==> config.mk <==
export PLATFORM = sky130hd
export DESIGN_NAME = tow_round_ctrl
export DESIGN_NICKNAME = d
export VERILOG_FILES = /design/src/rtl/tow_pkg.sv /design/src/rtl/tow_lfsr.sv /design/src/rtl/tow_round_ctrl.sv
export SDC_FILE = /design/constraint.sdc
export NUM_CORES = 1
export LEC_CHECK = 0
export BUFFER_PORTS_ARGS = -buffer_cell sky130_fd_sc_hd__buf_2
export CELL_PAD_IN_SITES_DETAIL_PLACEMENT = 1
export CELL_PAD_IN_SITES_GLOBAL_PLACEMENT = 1
export CORE_MARGIN = 2
export CORE_UTILIZATION = 46
export CTS_BUF_LIST = sky130_fd_sc_hd__clkbuf_16
export DETAILED_ROUTE_END_ITERATION = 8
export HOLD_SLACK_MARGIN = 0.05
export PLACE_DENSITY = 0.9
export SLEW_MARGIN = 20
export SYNTH_ARGS = -nofsm -noshare
export SYNTH_HDL_FRONTEND = slang
export SYNTH_SLANG_ARGS = --single-unit
export TNS_END_PERCENT = 10
==> constraint.sdc <==
create_clock -name clk -period 3.1 [get_ports clk]
set_clock_uncertainty 0.05 [all_clocks]
set_input_delay 0.775 -clock clk [delete_from_list [all_inputs] [get_ports clk]]
set_output_delay 0.775 -clock clk [all_outputs]
set_load 0.01 [all_outputs]
==> src/rtl/tow_pkg.sv <==
`default_nettype none
// ============================================================================
// Module      : tow_pkg
// Description : Shared types and constants for the Tug-of-War round sequencer.
// Revision    : 1.0 - initial release
// ============================================================================
package tow_pkg;

  typedef enum logic [2:0] {
    S_CLEAR    = 3'd0,
    S_WAIT     = 3'd1,
    S_LIGHT    = 3'd2,
    S_REPORT   = 3'd3,
    S_GAMEOVER = 3'd4
  } state_t;

  localparam logic [15:0] LFSR_SEED = 16'hACE1;
  // Fibonacci taps 16,14,13,11 as bit positions 15,13,12,10
  localparam logic [15:0] LFSR_TAPS = 16'hB400;

  // Width of one shared counter that must hold the longest delay, HOLD and TIMEOUT
  function automatic int cnt_width(input int dmin, input int rbits, input int step,
                                   input int hold, input int tmo);
    int m;
    m = dmin + (((1 << rbits) - 1) << step);
    if (hold > m) m = hold;
    if (tmo > m) m = tmo;
    return (m < 2) ? 1 : $clog2(m + 1);
  endfunction

endpackage
`default_nettype wire

==> src/rtl/tow_lfsr.sv <==
`default_nettype none
// ============================================================================
// Module      : tow_lfsr
// Description : 16-bit Fibonacci LFSR, steps every cycle, never reaches zero.
// Revision    : 1.0 - initial release
// ============================================================================
module tow_lfsr
  import tow_pkg::*;
(
  input  logic        clk,
  input  logic        rst,
  output logic [15:0] q
);

  always_ff @(posedge clk) begin
    if (rst) begin
      q <= LFSR_SEED;
    end else begin
      q <= {q[14:0], ^(q & LFSR_TAPS)};
    end
  end

endmodule
`default_nettype wire

==> src/rtl/tow_round_ctrl.sv <==
`default_nettype none
// ============================================================================
// Module      : tow_round_ctrl
// Description : Tug-of-War round sequencer: hold-off, random delay, cue, arbitration.
//               Optional fake-cue rounds when TOW_FAKE_ROUND_EN is defined.
// Revision    : 1.0 - initial release
// ============================================================================
module tow_round_ctrl
  import tow_pkg::*;
#(
  parameter int DELAY_MIN = 32,
  parameter int RAND_BITS = 4,
  parameter int STEP_LOG2 = 3,
  parameter int HOLD      = 8,
  parameter int TIMEOUT   = 1024
) (
  input  logic clk,
  input  logic rst,
  input  logic pb_l,
  input  logic pb_r,
  input  logic wingame,
  output logic winrnd,
  output logic right,
  output logic tie,
  output logic leds_on,
  output logic fake,
  output logic busy
);

  localparam int            CW        = cnt_width(DELAY_MIN, RAND_BITS, STEP_LOG2, HOLD, TIMEOUT);
  localparam logic [CW-1:0] HOLD_LAST = CW'(HOLD - 1);
  localparam logic [CW-1:0] TMO_LAST  = CW'(TIMEOUT - 1);
  localparam logic [CW-1:0] ONE       = CW'(1);

  logic [15:0]   lfsr;
  logic          pb_l_q;
  logic          pb_r_q;
  logic          press_l;
  logic          press_r;
  logic [CW-1:0] cnt;
  logic [CW-1:0] delay_load;
  logic          fake_pick;
  logic          unused_lfsr;
  state_t        state;

  tow_lfsr u_lfsr (
    .clk (clk),
    .rst (rst),
    .q   (lfsr)
  );

  assign delay_load  = CW'(DELAY_MIN) + (CW'(lfsr[RAND_BITS-1:0]) << STEP_LOG2);
  assign unused_lfsr = ^lfsr;

`ifdef TOW_FAKE_ROUND_EN
  assign fake_pick = (lfsr[15:14] == 2'b11);
`else
  assign fake_pick = 1'b0;
`endif

  // Previous levels reset high so a button held through reset is not a press
  always_ff @(posedge clk) begin
    if (rst) begin
      pb_l_q  <= 1'b1;
      pb_r_q  <= 1'b1;
      press_l <= 1'b0;
      press_r <= 1'b0;
    end else begin
      pb_l_q  <= pb_l;
      pb_r_q  <= pb_r;
      press_l <= pb_l & ~pb_l_q;
      press_r <= pb_r & ~pb_r_q;
    end
  end

  always_ff @(posedge clk) begin
    if (rst) begin
      state   <= S_CLEAR;
      cnt     <= '0;
      winrnd  <= 1'b0;
      right   <= 1'b0;
      tie     <= 1'b0;
      leds_on <= 1'b0;
      fake    <= 1'b0;
      busy    <= 1'b1;
    end else begin
      winrnd <= 1'b0;
      if (wingame && (state != S_GAMEOVER)) begin
        state   <= S_GAMEOVER;
        leds_on <= 1'b0;
        busy    <= 1'b0;
      end else begin
        case (state)
          S_CLEAR: begin
            leds_on <= 1'b0;
            tie     <= 1'b0;
            if (pb_l || pb_r) begin
              cnt <= '0;
            end else if (cnt == HOLD_LAST) begin
              cnt   <= delay_load;
              right <= 1'b0;
              fake  <= 1'b0;
              state <= S_WAIT;
            end else begin
              cnt <= cnt + ONE;
            end
          end
          S_WAIT: begin
            if (press_l || press_r) begin
              right  <= press_r;
              tie    <= press_l & press_r;
              winrnd <= 1'b1;
              state  <= S_REPORT;
            end else if (cnt == '0) begin
              leds_on <= 1'b1;
              fake    <= fake_pick;
              state   <= S_LIGHT;
            end else begin
              cnt <= cnt - ONE;
            end
          end
          S_LIGHT: begin
            if (press_l || press_r) begin
              right  <= press_r & ~press_l;
              tie    <= press_l & press_r;
              winrnd <= 1'b1;
              state  <= S_REPORT;
            end else if (cnt == TMO_LAST) begin
              leds_on <= 1'b0;
              cnt     <= '0;
              state   <= S_CLEAR;
            end else begin
              cnt <= cnt + ONE;
            end
          end
          // Qualifiers were stable during the winrnd cycle; now leave for CLEAR
          S_REPORT: begin
            leds_on <= 1'b0;
            tie     <= 1'b0;
            cnt     <= '0;
            state   <= S_CLEAR;
          end
          S_GAMEOVER: begin
            leds_on <= 1'b0;
            busy    <= 1'b0;
          end
          default: begin
            state <= S_CLEAR;
          end
        endcase
      end
    end
  end

endmodule
`default_nettype wire
# [After elaboration in Yosys (flattened, before gate mapping)]
# Cells that the tools add are included.
[classes] add_sub_neg=3 n_mul=0 div=0 order_cmp=0 eq_ne=24 n_shift=0 muxes=33 bitwise_logic=10 reduce_logical=24
[op_table] operator="two-way mux 11 bit" n=6
[op_table] operator="case mux 11 bit (4 select lines)" n=1
[op_table] operator="two-way mux 3 bit" n=7
[op_table] operator="!= test 2 bit, second input constant" n=10
[op_table] operator="AND reduction 5 bit" n=4
[op_table] operator="XOR reduction 16 bit" n=1
[op_table] operator="!= test 3 bit, second input constant" n=5
[op_table] operator="two-way mux 1 bit" n=14
[op_table] operator="case mux 3 bit (4 select lines)" n=1
[op_table] operator="AND reduction 6 bit" n=2
[op_table] operator="adder 11 x 1 -> 11 bit, second input constant" n=1
[op_table] operator="equality test 11 x 10 -> 1 bit, second input constant" n=1
[op_table] operator="equality test 11 x 3 -> 1 bit, second input constant" n=1
[op_table] operator="logical NOT 11 bit" n=1
[op_table] operator="subtractor 11 x 1 -> 11 bit, second input constant" n=1
[op_table] operator="adder 6 x 7 -> 8 bit, first input constant" n=1
[op_table] operator="!= test 4 bit, second input constant" n=2
[op_table] operator="equality test 3 x 2 -> 1 bit, second input constant" n=2
[op_table] operator="inverter 1 bit" n=6
[op_table] operator="case mux 1 bit (3 select lines)" n=2
[op_table] operator="nonzero test 2 bit" n=3
[op_table] operator="nonzero test 3 bit" n=2
[op_table] operator="OR reduction 2 bit" n=3
[op_table] operator="OR reduction 3 bit" n=2
[op_table] operator="other kinds (10)" n=15
[word_totals] ff_bits=40 latch_bits=0 ramBits=0 rom_bits=0 in_bits=5 output_inout_bits=6 elab_cells=108 memories=0

# [Depth between registers and ports, before layout]
# Gate-level depths: netlist of the first run.
[logic_depth] word_depth=5 depth_mapped=8

# [Hierarchy]
# From an unflattened synthesis of the first run, not the netlist that was laid out.
[hier_totals] hier_cells=250 hier_area_um2=2120.8
[modules_own_cells] mod="tow_round_ctrl" instances=1 cells_each=214 area_per_inst_um2=1666.6
[modules_own_cells] mod="tow_lfsr" instances=1 cells_each=36 area_per_inst_um2=454.2

# [Worst setup path before layout of the first run]
# No wires, ideal clock.
[synth_timing] path_kind="register to register" startpoint="register cnt[6]" endpoint="register state[1]" arrival_time_ns=2.022 setup_slack_ns=0.949 path_stages_with_launch=7 path_buffers=1 period_less_slack_ns=2.151 path_cell_list="dfxtp_1 > buf_6 > or4_4 > or4_4 > o41ai_2 > o21ai_1 > a211oi_2"
[synth_via] elab_chain_len=3 word_cells_on_any_way=7
[synth_lines] element="start, declared" line="tow_round_ctrl.sv:40" text="logic [CW-1:0] cnt;"
[synth_lines] element="start signal, assigned" line="tow_round_ctrl.sv:100" text="cnt <= delay_load;"
[synth_lines] element="start signal, assigned" line="tow_round_ctrl.sv:105" text="cnt <= cnt + ONE;"
[synth_lines] element="start signal, assigned" line="tow_round_ctrl.sv:119" text="cnt <= cnt - ONE;"
[synth_lines] element="equality test 11 x 10 -> 1 bit (tied with other cells)" line="tow_round_ctrl.sv:128" text="end else if (cnt == TMO_LAST) begin"
[synth_lines] element="!= test 3 bit (no source line) / != test 2 bit (equally long branches)"
[synth_lines] element="AND reduction 5 bit (no source line) (*)"
[synth_lines] element="end signal, assigned" line="tow_round_ctrl.sv:127" text="state <= S_REPORT;"
[synth_lines] element="end signal, assigned" line="tow_round_ctrl.sv:131" text="state <= S_CLEAR;"
[synth_lines] element="end signal, assigned" line="tow_round_ctrl.sv:141" text="state <= S_CLEAR;"
[synth_lines] element="end, declared" line="tow_round_ctrl.sv:44" text="state_t state;"
# Mark *: on every way between the ends. The rest lies on a longest branch, timed or not.
# A chain may end at the register's enable or synchronous reset.

# [Worst setup path in the final report of the first run]
[layout_timing] startpoint="register cnt[0]" endpoint="register cnt[8]"
[layout_via] elab_chain_len=4 word_cells_on_any_way=14
[layout_lines] element="adder 11 x 1 -> 11 bit (tied with other cells)" line="tow_round_ctrl.sv:105, tow_round_ctrl.sv:133"
[layout_lines] element="two-way mux 11 bit (on tied branches)" line="tow_round_ctrl.sv:128, tow_round_ctrl.sv:99, tow_round_ctrl.sv:114"
[layout_lines] element="two-way mux 11 bit (on tied branches)" line="tow_round_ctrl.sv:123, tow_round_ctrl.sv:97, tow_round_ctrl.sv:109"
[layout_lines] element="case mux 11 bit (4 select lines)" line="tow_round_ctrl.sv:93" text="case (state)"
# Parallel ways exist; a longest one is shown, timed or not. The select of a mux whose other input is x is not followed.

==> results.json, run 1 <==
{
  "top_layer": "met4",
  "critPathSlowestCell": "or3b_2",
  "path_clk_slew_ns": 0.06,
  "wl_per_cell_um": 19.25,
  "nets": 255,
  "grt_pass1_wl_um": 9673,
  "wl_met1_um": 2488,
  "synthTopCellsByArea": "dfxtp_1, nor2_1, or2_2, a21oi_1, xnor2_1",
  "maxCapViolations": 0,
  "synth_area_per_cell_um2": 8.485,
  "holdCritStartpoint": "pb_r_q",
  "synth_flop_cell": "dfxtp_1",
  "postCtsSetupBuffers": 0,
  "ctsHoldBuffers": 0,
  "drc": 0,
  "clockBufferDepth": 2,
  "tns_ns": 0,
  "grt_setup_unrepaired": "no",
  "core_um2": 4384,
  "initial_core_util_pct": 47.80,
  "synth_edf_count": 0,
  "ir_worst_vdd_uv": 387.6,
  "yosysWarnings": 0,
  "placedCellCount": 292,
  "die_area_um2": 5112,
  "maxSlewHeadroom_pct": 50.42,
  "cp.arrival_ns": 2.57,
  "ys_ff_latch": 39,
  "drt_iter0_drc": 146,
  "io_pins": 11,
  "drv_slew": 0,
  "hold_violations": 0,
  "die_y_um": 71.50,
  "dpl.hpwl_um": 3721,
  "first_global_vias": 1845,
  "yosys.area.top_type": "dfxtp_1",
  "die_w_um": 71.50,
  "htree_levels": 2,
  "nFillCells": 537,
  "cts.sinks": 39,
  "crit_start": "cnt[0]",
  "outcome": "complete, no violations",
  "io_buffer_count": 9,
  "synthesis.nets": 255,
  "cts-root-buf": "clkbuf_16",
  "wl_met2_um": 2881,
  "ys_types": 54,
  "synthArstFlopShare_pct": 0,
  "path_max_fanout": 13,
  "r2r_start": "cnt[0]",
  "yosys.area.top_type_share_pct": 37.25,
  "crit_top_cell": "a21oi_1",
  "place_congestion": 0.9034,
  "fmax_mhz": 404.3,
  "drive_gt1_share_pct": 16.53,
  "critPathMaxStageDelay_ns": 0.51,
  "route.met3.wl_um": 323,
  "crit_chain": "inv_1, ha_1, or3b_2, nor4_2, a21oi_1, buf_4, a32oi_1, a21oi_1",
  "synth.most_common_cell": "dfxtp_1",
  "wl_um": 5774,
  "holdCritPathClass": "reg -> reg",
  "post_cts_resized": 0,
  "grt_usage_pct": 24.80,
  "grt_overflow": 0,
  "fin_crit_ns": 2.473,
  "antenna_found_initial": 0,
  "power.density_cell_area_nw_per_um2": 523.7,
  "endpoint_kind": "register",
  "avgViaCountPerCell": 6.290,
  "area_growth_syn_to_layout_pct": 7.582,
  "ant_nets": 0,
  "setup-violations-final": 0,
  "worstPathRequired_ns": 3.19,
  "worstMarginPinSlew_ns": 0.7359,
  "grt_max_degree": 39,
  "n_antenna_cell": 0,
  "path_class": "reg -> reg",
  "dr.pass1.iters": 4,
  "p_leak_nw": 0.8212,
  "cts_tree": "built",
  "final_cells": 300,
  "cts_buffers": 5,
  "netlist_top_cells_count": "dfxtp_1, nor2_1, a21oi_1, or2_2",
  "clk_latency_ns": 0.29,
  "num_rows": 24,
  "seq_area_frac_synth_pct": 37.25,
  "finalCritPeriodShare_pct": 79.79,
  "vias": 1887,
  "netlist_instances": 247,
  "synth.cell_area_um2": 2096,
  "startpoint_type": "register"
}
final cells by class:
type                       instances  area, um^2  share of cell area (%)
timing repair buffer              11       60.06                   2.664
multi-input combinational        184        1181                   52.39
clock inverter                     3       20.02                  0.8879
tap                               52       65.06                   2.886
inverter                           6       22.52                  0.9989
clock buffer                       5       125.1                   5.549
sequential                        39       780.7                   34.63
sequential cells by signal, summed over array words and instances (netlist names):
register / flops
press_r: 1
winrnd: 1
tie: 1
busy: 1
pb_r_q: 1
pb_l_q: 1
u_lfsr.q: 16
press_l: 1
right: 1
state: 3
leds_on: 1
cnt: 11
metal layers:
metal | global-route usage, % | vias to the layer above
li1 | - | 886
met1 | 31.25 | 931
met2 | 40.43 | 61
met3 | 6.751 | 9
met4 | 9.644 | 0
met5 | 0 | -
through the flow:
| stage | setup WS [ns] | hold WS, ns | power (mW) | area [um^2] | util, % |
|---|---|---|---|---|---|
| CTS | 0.6804 | 0.3563 | 1.185 | 2255 | 51.43 |
| floorplan | 0.9491 | 0.3221 | 0.6486 | 2096 | - |
| global placement | 0.7182 | 0.3352 | 0.6687 | 2110 | 48.12 |
| global route | 0.5020 | 0.3660 | 1.221 | 2255 | 51.43 |
| detailed placement | 0.6511 | 0.3452 | 0.6730 | 2110 | 48.12 |
| finish | 0.6266 | 0.3494 | 1.181 | 2255 | 51.43 |
path summary, 6_finish.rpt:
check,slack (ns),depth (start not counted),end
min,0.35,1,press_r
max reg2reg,0.63,8,cnt[8]
min reg2reg,0.35,1,press_r
max,0.63,8,cnt[8]
layout by cell type (no fill, tap or decap), drive strengths merged, types with 5 or more instances in the layout:
cell     n
nand3    5
nor2    26
nand2   11
inv      6
a21oi   13
or2     13
nor4     5
xnor2    7
xor2     7
dfxtp   39
nor3    11
o21ai    9
a311oi   5
nor2b    9
buf     11
clkbuf   5
nand4    5
cells by family (layout without fill, tap and decap cells):
kind of cell / count (synthesis) / count (layout) / share of synthesized area, %
xor+xnor: 14 / 14 / 5.851
fa+ha+maj: 3 / 3 / 1.791
compound gates: 59 / 59 / 19.58
other cells: 1 / 1 / 0.1789
buf+inv: 24 / 25 / 6.388
flops: 39 / 39 / 37.25
simple gates: 107 / 107 / 28.96
power breakdown:
| part | total [mW] | internal [mW] | switching [mW] |
|---|---|---|---|
| Clock | 0.512 | 0.296 | 0.216 |
| Combinational | 0.119 | 0.0489 | 0.0702 |
| Sequential | 0.549 | 0.525 | 0.0249 |
| Total | 1.18 | 0.870 | 0.311 |
worst max-delay path: cells and delay by family, from the launching register on:
kind / cells / cell delay, ns
AOI/OAI and AO/OA: 3 / 0.48
and+or+nand+nor: 2 / 0.88
DFF: 1 / 0.36
adders and majority gates: 1 / 0.22
buffers and inverters: 2 / 0.32
Note: power is estimated with default switching activity, not from simulation.
==> run 2: changes to the inputs <==
Clock period 3.1 ns to 2.6 ns, I/O delays scaled along.
==> run 2 against run 1 <==
Effect of this change:
- clock power rose by 41%
- via count up 3.5%
- maximum frequency increased by 1.4%
- design area grew 6.4%
- critical path type unchanged
- largest power group is now the clock network
- highest routed layer unchanged
==> results.json, run 2 (synthesis gave the netlist of run 1 again) <==
{
  "die_y_um": 71.50,
  "endpoint_kind": "register",
  "io_pins": 11,
  "place_congestion": 0.9234,
  "die_w_um": 71.50,
  "grt_usage_pct": 25.86,
  "drv_slew": 0,
  "pre_cts_ws_ns": 0.06460,
  "drt_iter0_drc": 158,
  "n_antenna_cell": 0,
  "power.density_cell_area_nw_per_um2": 643.7,
  "p_leak_nw": 0.9135,
  "cts_buffers": 5,
  "vias": 1953,
  "drive_gt1_share_pct": 21.37,
  "io_buffer_count": 9,
  "grt_pass1_wl_um": 10250,
  "outcome": "complete, no violations",
  "startpoint_type": "register",
  "setup-violations-final": 0,
  "worstPathRequired_ns": 2.73,
  "use_met1_pct": 32.60,
  "holdCritPathClass": "reg -> reg",
  "wl_um": 6219,
  "placed_area_um2": 2215,
  "grt.busiest_layer": "met2",
  "ir_worst_vdd_uv": 470.6,
  "avgViaCountPerCell": 6.220,
  "clockBufferDepth": 2,
  "gr-usage-met2_pct": 45.06,
  "nFillCells": 530,
  "fin_util_pct": 54.74,
  "area_growth_syn_to_layout_pct": 14.51,
  "final_cells": 314,
  "worstMarginPinSlew_ns": 0.6479,
  "clk_latency_ns": 0.28,
  "hold_violations": 0,
  "largest_register_ff_count": 16,
  "setup_ws_ns": 0.1618,
  "stdcell_area_um2": 2400,
  "cp.arrival_ns": 2.57,
  "final_cell_mix": "dfxtp_1, nor2_1, buf_4",
  "die_area_um2": 5112,
  "initial_core_util_pct": 47.80,
  "fmax_mhz": 410.1,
  "drc": 0,
  "crit_start": "cnt[1]",
  "cts.sinks": 39,
  "fin_hold_ws_ns": 0.3505,
  "gr-usage-met3_pct": 5.204,
  "num_rows": 24,
  "tns_ns": 0,
  "grt_overflow": 0,
  "final_common_cell": "dfxtp_1",
  "path_clk_slew_ns": 0.06,
  "maxCapViolations": 0,
  "wl_per_cell_um": 19.81,
  "power.total_mw": 1.545,
  "grt_setup_unrepaired": "no",
  "cts_tree": "built",
  "holdCritStartpoint": "pb_r_q",
  "htree_levels": 2,
  "ant_nets": 0,
  "path_max_fanout": 7,
  "nets": 269,
  "first_global_vias": 1973,
  "ctsHoldBuffers": 0,
  "r2r_start": "cnt[1]",
  "fin_crit_ns": 2.438,
  "dr.pass1.iters": 6,
  "cts-root-buf": "clkbuf_16",
  "dpl.hpwl_um": 4216,
  "top_register": "u_lfsr.q",
  "path_class": "reg -> reg",
  "finalCritPeriodShare_pct": 93.78,
  "placedCellCount": 306,
  "core_um2": 4384,
  "largestRegisters": "u_lfsr.q (16), cnt (11), state (3)",
  "antenna_found_initial": 0,
  "grt_max_degree": 39,
  "maxSlewHeadroom_pct": 56.80
}
run 2: cell count changes in the layout (fill, tap and decap cells not counted):
cell | previous run | this run
bufinv_16 | 0 | 1
a21oi_2 | 0 | 1
clkinv_4 | 0 | 1
a21oi_1 | 13 | 12
clkinv_2 | 1 | 0
buf_4 | 2 | 16
nor4_4 | 1 | 2
clkinvlp_4 | 2 | 0
inv_6 | 0 | 1
nor4_2 | 1 | 0
run 2: routing by layer:
layer	routed length, um	share of wire [%]
met5	0	0
met4	131	2.1
met3	302	4.9
met2	3114	50
met1	2671	43
run 2: worst paths after layout:
kind	slack [ns]	cells past startpoint	to
max	0.16	8	cnt[10]
min	0.35	1	press_r
max reg2reg	0.16	8	cnt[10]
min reg2reg	0.35	1	press_r
run 2: timing repair:
item	4_1_cts	5_1_grt
endpoints found under the hold margin	0	0
buffers inserted	0	0
gates resized for setup	0	1
setup endpoints to repair	0	6
run 2: cell type report:
| type | instances | area, um^2 | share of cell area, % |
|---|---|---|---|
| Sequential cell | 39 | 780.7 | 32.53 |
| Clock inverter | 3 | 47.55 | 1.981 |
| Inverter | 6 | 22.52 | 0.9385 |
| Timing Repair Buffer | 25 | 165.2 | 6.882 |
| Multi-Input combinational cell | 184 | 1194 | 49.74 |
| Tap cell | 52 | 65.06 | 2.711 |
| Clock buffer | 5 | 125.1 | 5.214 |
run 2: worst max-delay path, cell delays in order, from the launching register on:
cell      delay [ns]
dfxtp_1         0.37
inv_1           0.09
ha_1            0.20
or3b_2          0.53
nor4_4          0.27
buf_4           0.19
a21o_1          0.29
a211oi_1        0.10
o32ai_1         0.25
run 2: power by group:
part	leakage (nW)	internal, mW	switching [mW]
logic	0.508	0.0737	0.102
clock network	0.0844	0.458	0.265
registers	0.321	0.625	0.0209
total	0.913	1.16	0.388
